File: src/rtl/can_decoder.sv
// rtl/can_decoder.sv - bit-level CAN 2.0A/2.0B receive decoder
// Destuffs sampled bus bits, decodes every frame field, checks CRC-15 and fixed-form bits.
module can_decoder (
  input  logic        clock,
  input  logic        reset,
  input  logic        rx_bit,
  input  logic        sample_point,
  input  logic        error_in,
  output logic        error_out,
  output logic        field_start_of_frame,
  output logic [10:0] field_id_a,
  output logic        field_ide,
  output logic        field_rtr,
  output logic        field_srr,
  output logic        field_reserved1,
  output logic        field_reserved0,
  output logic [17:0] field_id_b,
  output logic [3:0]  field_dlc,
  output logic [63:0] field_data,
  output logic [14:0] field_crc,
  output logic        field_crc_delimiter,
  output logic        field_ack_slot
);

  typedef enum logic [4:0] {
    S_IDLE, S_ID_A, S_BIT12, S_IDE, S_ID_B, S_RTR_EXT, S_R1, S_R0, S_DLC,
    S_DATA, S_CRC, S_CRC_DELIM, S_ACK_SLOT, S_ACK_DELIM, S_EOF,
    S_INTERMISSION, S_ERR_WAIT
  } state_t;

  state_t      state;
  logic [6:0]  bit_cnt;
  logic [14:0] crc_reg;
  logic        crc_err;
  logic [2:0]  stuff_cnt;
  logic        stuff_last;

  logic        stuff_active;
  logic        stuff_bit;
  logic        crc_active;
  logic [14:0] crc_next;
  logic [3:0]  dlc_next;
  logic [6:0]  data_last;
  logic [14:0] crc_rx;

  always_comb begin
    stuff_active = 1'b0;
    case (state)
      S_ID_A, S_BIT12, S_IDE, S_ID_B, S_RTR_EXT, S_R1, S_R0, S_DLC, S_DATA, S_CRC:
        stuff_active = 1'b1;
      default: stuff_active = 1'b0;
    endcase
    stuff_bit  = stuff_active && (stuff_cnt == 3'd5);
    // CRC covers SOF through the last data bit; the CRC field itself is excluded
    crc_active = stuff_active && (state != S_CRC);
    crc_next   = {crc_reg[13:0], 1'b0} ^ ((rx_bit ^ crc_reg[14]) ? 15'h4599 : 15'h0000);
    dlc_next   = {field_dlc[2:0], rx_bit};
    data_last  = (field_dlc[3] ? 7'd64 : {1'b0, field_dlc[2:0], 3'b000}) - 7'd1;
    crc_rx     = {field_crc[13:0], rx_bit};
  end

  always_ff @(posedge clock or posedge reset) begin
    if (reset) begin
      state                <= S_IDLE;
      bit_cnt              <= 7'd0;
      crc_reg              <= 15'd0;
      crc_err              <= 1'b0;
      stuff_cnt            <= 3'd0;
      stuff_last           <= 1'b0;
      error_out            <= 1'b0;
      field_start_of_frame <= 1'b0;
      field_id_a           <= 11'd0;
      field_ide            <= 1'b0;
      field_rtr            <= 1'b0;
      field_srr            <= 1'b0;
      field_reserved1      <= 1'b0;
      field_reserved0      <= 1'b0;
      field_id_b           <= 18'd0;
      field_dlc            <= 4'd0;
      field_data           <= 64'd0;
      field_crc            <= 15'd0;
      field_crc_delimiter  <= 1'b0;
      field_ack_slot       <= 1'b0;
    end else begin
      error_out <= 1'b0;
      if (error_in && (state != S_IDLE)) begin
        state   <= S_ERR_WAIT;
        bit_cnt <= 7'd0;
      end else if (sample_point) begin
        if (stuff_bit) begin
          if (rx_bit == stuff_last) begin
            error_out <= 1'b1;
            state     <= S_ERR_WAIT;
            bit_cnt   <= 7'd0;
          end else begin
            stuff_cnt  <= 3'd1;
            stuff_last <= rx_bit;
          end
        end else begin
          if (stuff_active) begin
            if (rx_bit == stuff_last) begin
              stuff_cnt <= stuff_cnt + 3'd1;
            end else begin
              stuff_cnt  <= 3'd1;
              stuff_last <= rx_bit;
            end
          end
          if (crc_active) begin
            crc_reg <= crc_next;
          end

          case (state)
            S_IDLE, S_INTERMISSION: begin
              if (!rx_bit) begin
                // SOF: CRC seed is 0 and a dominant bit leaves it at 0
                state                <= S_ID_A;
                bit_cnt              <= 7'd0;
                crc_reg              <= 15'd0;
                crc_err              <= 1'b0;
                stuff_cnt            <= 3'd1;
                stuff_last           <= 1'b0;
                field_start_of_frame <= 1'b0;
                field_id_a           <= 11'd0;
                field_ide            <= 1'b0;
                field_rtr            <= 1'b0;
                field_srr            <= 1'b0;
                field_reserved1      <= 1'b0;
                field_reserved0      <= 1'b0;
                field_id_b           <= 18'd0;
                field_dlc            <= 4'd0;
                field_data           <= 64'd0;
                field_crc            <= 15'd0;
                field_crc_delimiter  <= 1'b0;
                field_ack_slot       <= 1'b0;
              end else if (state == S_INTERMISSION) begin
                if (bit_cnt == 7'd1) begin
                  state   <= S_IDLE;
                  bit_cnt <= 7'd0;
                end else begin
                  bit_cnt <= bit_cnt + 7'd1;
                end
              end
            end
            S_ID_A: begin
              field_id_a <= {field_id_a[9:0], rx_bit};
              if (bit_cnt == 7'd10) begin
                state   <= S_BIT12;
                bit_cnt <= 7'd0;
              end else begin
                bit_cnt <= bit_cnt + 7'd1;
              end
            end
            S_BIT12: begin
              field_rtr <= rx_bit;
              state     <= S_IDE;
            end
            S_IDE: begin
              field_ide <= rx_bit;
              if (rx_bit) begin
                field_srr <= field_rtr;
                field_rtr <= 1'b0;
                state     <= S_ID_B;
                bit_cnt   <= 7'd0;
              end else begin
                state <= S_R0;
              end
            end
            S_ID_B: begin
              field_id_b <= {field_id_b[16:0], rx_bit};
              if (bit_cnt == 7'd17) begin
                state   <= S_RTR_EXT;
                bit_cnt <= 7'd0;
              end else begin
                bit_cnt <= bit_cnt + 7'd1;
              end
            end
            S_RTR_EXT: begin
              field_rtr <= rx_bit;
              state     <= S_R1;
            end
            S_R1: begin
              field_reserved1 <= rx_bit;
              state           <= S_R0;
            end
            S_R0: begin
              field_reserved0 <= rx_bit;
              state           <= S_DLC;
              bit_cnt         <= 7'd0;
            end
            S_DLC: begin
              field_dlc <= dlc_next;
              if (bit_cnt == 7'd3) begin
                bit_cnt <= 7'd0;
                state   <= (field_rtr || (dlc_next == 4'd0)) ? S_CRC : S_DATA;
              end else begin
                bit_cnt <= bit_cnt + 7'd1;
              end
            end
            S_DATA: begin
              field_data <= {field_data[62:0], rx_bit};
              if (bit_cnt == data_last) begin
                state   <= S_CRC;
                bit_cnt <= 7'd0;
              end else begin
                bit_cnt <= bit_cnt + 7'd1;
              end
            end
            S_CRC: begin
              field_crc <= crc_rx;
              if (bit_cnt == 7'd14) begin
                crc_err <= (crc_rx != crc_reg);
                state   <= S_CRC_DELIM;
                bit_cnt <= 7'd0;
              end else begin
                bit_cnt <= bit_cnt + 7'd1;
              end
            end
            S_CRC_DELIM: begin
              field_crc_delimiter <= rx_bit;
              if (!rx_bit) begin
                error_out <= 1'b1;
                state     <= S_ERR_WAIT;
              end else begin
                state <= S_ACK_SLOT;
              end
            end
            S_ACK_SLOT: begin
              field_ack_slot <= rx_bit;
              state          <= S_ACK_DELIM;
            end
            S_ACK_DELIM: begin
              // CRC mismatch is reported only once the delimiter itself is well formed
              if (!rx_bit || crc_err) begin
                error_out <= 1'b1;
                state     <= S_ERR_WAIT;
              end else begin
                state <= S_EOF;
              end
              bit_cnt <= 7'd0;
            end
            S_EOF: begin
              if (!rx_bit) begin
                error_out <= 1'b1;
                state     <= S_ERR_WAIT;
                bit_cnt   <= 7'd0;
              end else if (bit_cnt == 7'd6) begin
                state   <= S_INTERMISSION;
                bit_cnt <= 7'd0;
              end else begin
                bit_cnt <= bit_cnt + 7'd1;
              end
            end
            S_ERR_WAIT: begin
              if (!rx_bit) begin
                bit_cnt <= 7'd0;
              end else if (bit_cnt == 7'd10) begin
                state   <= S_IDLE;
                bit_cnt <= 7'd0;
              end else begin
                bit_cnt <= bit_cnt + 7'd1;
              end
            end
            default: begin
              state   <= S_IDLE;
              bit_cnt <= 7'd0;
            end
          endcase
        end
      end
    end
  end

endmodule

File: config.mk
export PLATFORM = sky130hd
export DESIGN_NAME = can_decoder
export DESIGN_NICKNAME = d
export VERILOG_FILES = /design/src/rtl/can_decoder.sv
export SDC_FILE = /design/constraint.sdc
export NUM_CORES = 1
export LEC_CHECK = 0
export BUFFER_PORTS_ARGS = -buffer_cell sky130_fd_sc_hd__buf_2
export CORE_ASPECT_RATIO = 0.8
export CORE_MARGIN = 10
export CORE_UTILIZATION = 61
export DETAILED_ROUTE_END_ITERATION = 8
export MAX_ROUTING_LAYER = met4
export PLACE_DENSITY = 0.86
export REMOVE_ABC_BUFFERS = 1
export SETUP_SLACK_MARGIN = 0.5
export SYNTH_ARGS = -nofsm -noshare
export SYNTH_HDL_FRONTEND = slang
export SYNTH_SLANG_ARGS = --single-unit
export TNS_END_PERCENT = 50
File: constraint.sdc
create_clock -name clock -period 17.3 [get_ports clock]
set_clock_uncertainty 0.1 [all_clocks]
set_input_delay 4.325 -clock clock [delete_from_list [all_inputs] [get_ports clock]]
set_output_delay 4.325 -clock clock [all_outputs]
set_load 0.05 [all_outputs]
==> results by group <==
Synthesis
  • Synth Cell Area: 7421 um2
  • Post-synthesis async set-or-reset flop share: 1.000
  • Most common flop cell mapped by yosys: dfrtp_1
  • Simple-gate portion of the synthesized area: 0.2403
  • XOR/XNOR share of the synthesized area: 0.03659
  • Cells after synthesis: roughly 800
  • EDFF count, synth: 0
  • Synth Area in Compound Gates: 0.1485
  • Synth top area cells: dfrtp_1 51%, nand2_1 9.7%, nand3_1 6.8%
  • Synth area leader: dfrtp_1
  • Synth cell types: 74
  • Synth Area per Inst: 9.241 um2
  • Count leader, synth: nand2_1
  • YS warnings: 0
  • Largest family of logic cells by synthesized area: simple AND/OR/NAND/NOR gates
  • Adder-Cell Fraction of Synth Area: 0.01349
  • Post-synth top cells: 191 x nand2_1, 152 x dfrtp_1, 101 x nand3_1, 35 x o21ai_0, 33 x a22o_1
  • Mux share of post-synthesis cell area: 0.008093
  • Area share of the largest cell type after synthesis: 0.5126
  • Sequential area share after synthesis: 0.5126
  • Number of synthesized register bits: 152

Route
  • DRC: 0
  • Met3 WL post-DR: 1573 um
  • DR iter-0 viols: about 910
  • Vias: 6539
  • Routed len/inst: 18.41 um
  • Top Layer Used: met4
  • First-pass DRT Iterations: 6
  • DRT met1 WL: 8120 um
  • Routed WL: slightly below 20000 um
  • Routed Antenna Nets: 0
  • Via/cell ratio: slightly above 6
  • Met2 WL post-DR: 9239 um

Placement
  • PortBufs: between 100 and 150
  • Placer congestion estimate: 0.9499
  • Detailed Place HPWL: 12460 um
  • Placed cell count: 1024

Clock tree
  • Skew-Pair Late Insertion Delay: 0.42 ns
  • CTS tree: yes
  • Clock root cell: clkbuf_16
  • Clock Path Buffers: 2
  • # clock sinks: 152
  • Post-CTS Setup Repair Bufs: 0
  • Reg clk slew, reported paths: 0.07 ns
  • Hold Buf Count CTS: 0
  • # resized after CTS: 0
  • H-tree depth: 4
  • CTS buffer count: 17

Setup path
  • Cell at the slowest stage of the critical path: and4_4
  • Delay-heaviest family, CP: compound AO/OA/AOI/OAI gates
  • CP Depth: 6
  • Max incr delay on CP: 0.86 ns
  • Critical path class: input pin to flip-flop
  • CP Capture Type: flip-flop
  • Crit path arrival time: roughly 6.8 ns
  • CP Cell Sequence: buf_2 > inv_1 > a211o_1 > and4_4 > o21ai_1 > a22o_1
  • Critical Path RT: 17.51 ns
  • Critical Path Fanout Max: 92
  • Startpoint types: input pin
  • Worst reg2reg path depth: 5
  • Buf/Inv on CP: 2

Layout
  • Fill cell count: approximately 830
  • Layout Nets: 908
  • Largest register FFs: 64
  • Reg with most FFs: field_data
  • Post-route insts no fill: 1056
  • Share of cells above drive strength 1: 0.2004
  • Area delta synth->final: 16.30%
  • Antenna cell count: 0
  • Largest registers: field_data (64), field_id_b (18)

Floorplanning
  • # IOs: 126
  • Die H: between 100 and 150 um
  • Total die area: 17000 um2
  • Std cell rows: 35
  • Floorplan Core Area: ~12000 um2
  • Die Wd: 143.3 um
  • Starting Density: 0.6347

Global routing
  • Largest net degree at the start of global routing: 93
  • Initial antenna violation count: 0
  • Total track usage: 0.2293
  • Vias in the first global route: between 6000 and 7000
  • First-pass GRT wire length: 31340 um
  • Gr ovfl total: 0

Min path
  • Worst hold path class: flip-flop to flip-flop
  • Worst hold path cell count: 2

Power and ir drop
  • Leakage: 4.575 nW
  • Power per cell area: about 120 nW/um2
  • VDD IR max: 112.6 uV

STA
  • Unrepaired setup endpoints after global routing: no
  • Min cycle time layout: 6.602 ns
  • Max-slew violation count: 0
  • Crit share post-route: 0.3816
  • Sum of negative setup slack: 0 ns
  • Worst-Margin Slew: 1.219 ns
  • FMAX: ~150 MHz
  • Final hold vios: 0
  • Slew headroom: 0.1830
  • Final setup viols: 0

Run
  • MaxCap Viol Count: 0

Status
  • Status: finished, final reports clean
through the flow:
| step | setup WS, ns | hold WS, ns | utilization | area, um2 | total power [mW] |
|---|---|---|---|---|---|
| after global placement | 10.35 | 0.3506 | 0.6849 | 8008 | 0.6604 |
| after floorplan | 8.782 | 0.4030 | - | 7158 | 0.5959 |
| after CTS | 10.74 | 0.3738 | 0.7381 | 8631 | 1.055 |
| after detailed placement | 10.29 | 0.3593 | 0.6849 | 8008 | 0.6636 |
| final | 10.70 | 0.3685 | 0.7381 | 8631 | 1.059 |
| after global routing | 10.48 | 0.4147 | 0.7381 | 8631 | 1.105 |
worst register-to-register path: cells and delay by family, from the launching register on:
kind	cells	cell delay (ns)
AO/OA/AOI/OAI	3	0.73
flip-flops	1	0.89
AND/OR/NAND/NOR	2	1.76
routing by layer:
| layer | GRT usage | vias to the layer above |
|---|---|---|
| met3 | 0.04602 | 56 |
| met4 | 0.08217 | 0 |
| li1 | - | 2992 |
| met5 | - | - |
| met1 | 0.2969 | 3177 |
| met2 | 0.3504 | 314 |
final cells by class:
class	count	area [um2]	area share
Clock inverter	14	183.9	0.02131
Inverter	9	38.79	0.004494
Tap cell	148	185.2	0.02146
Sequential cell	152	3804	0.4407
Multi-Input combinational cell	586	3322	0.3849
Timing Repair Buffer	129	658.1	0.07625
Clock buffer	18	439.2	0.05088
cells by family after synthesis:
kind of cell / after synthesis
xor+xnor: 31
fa+ha+maj: 8
simple gates: 382
other cells: 1
buf+inv: 65
compound gates: 158
mux: 6
flops: 152
cells in the final DEF (no fill, tap or decap), types with 17 or more instances in the layout:
master,count
a21oi_1,26
a22o_1,33
buf_2,124
clkbuf_16,17
dfrtp_1,152
nand2_1,191
nand3_1,101
nor2_1,25
o21ai_0,35
o21ai_1,18
xnor2_1,21
report_power, final:
part           internal [mW]  total (mW)  leakage, nW  switching [mW]
clock                  0.235       0.392        0.303           0.156
sequential             0.373       0.410         2.11          0.0376
combinational         0.0787       0.257         2.16           0.179
worst paths after layout:
path,from,to,slack [ns]
min reg2reg,field_data[63],field_data[63],0.37
max,rx_bit,field_id_a[8],10.70
max in group asynchronous,reset,field_data[56],11.90
max reg2reg,state[0],stuff_last,13.65
min in group asynchronous,reset,field_data[20],3.96
min,field_data[63],field_data[63],0.37
Power figures use the tool's default switching activity.
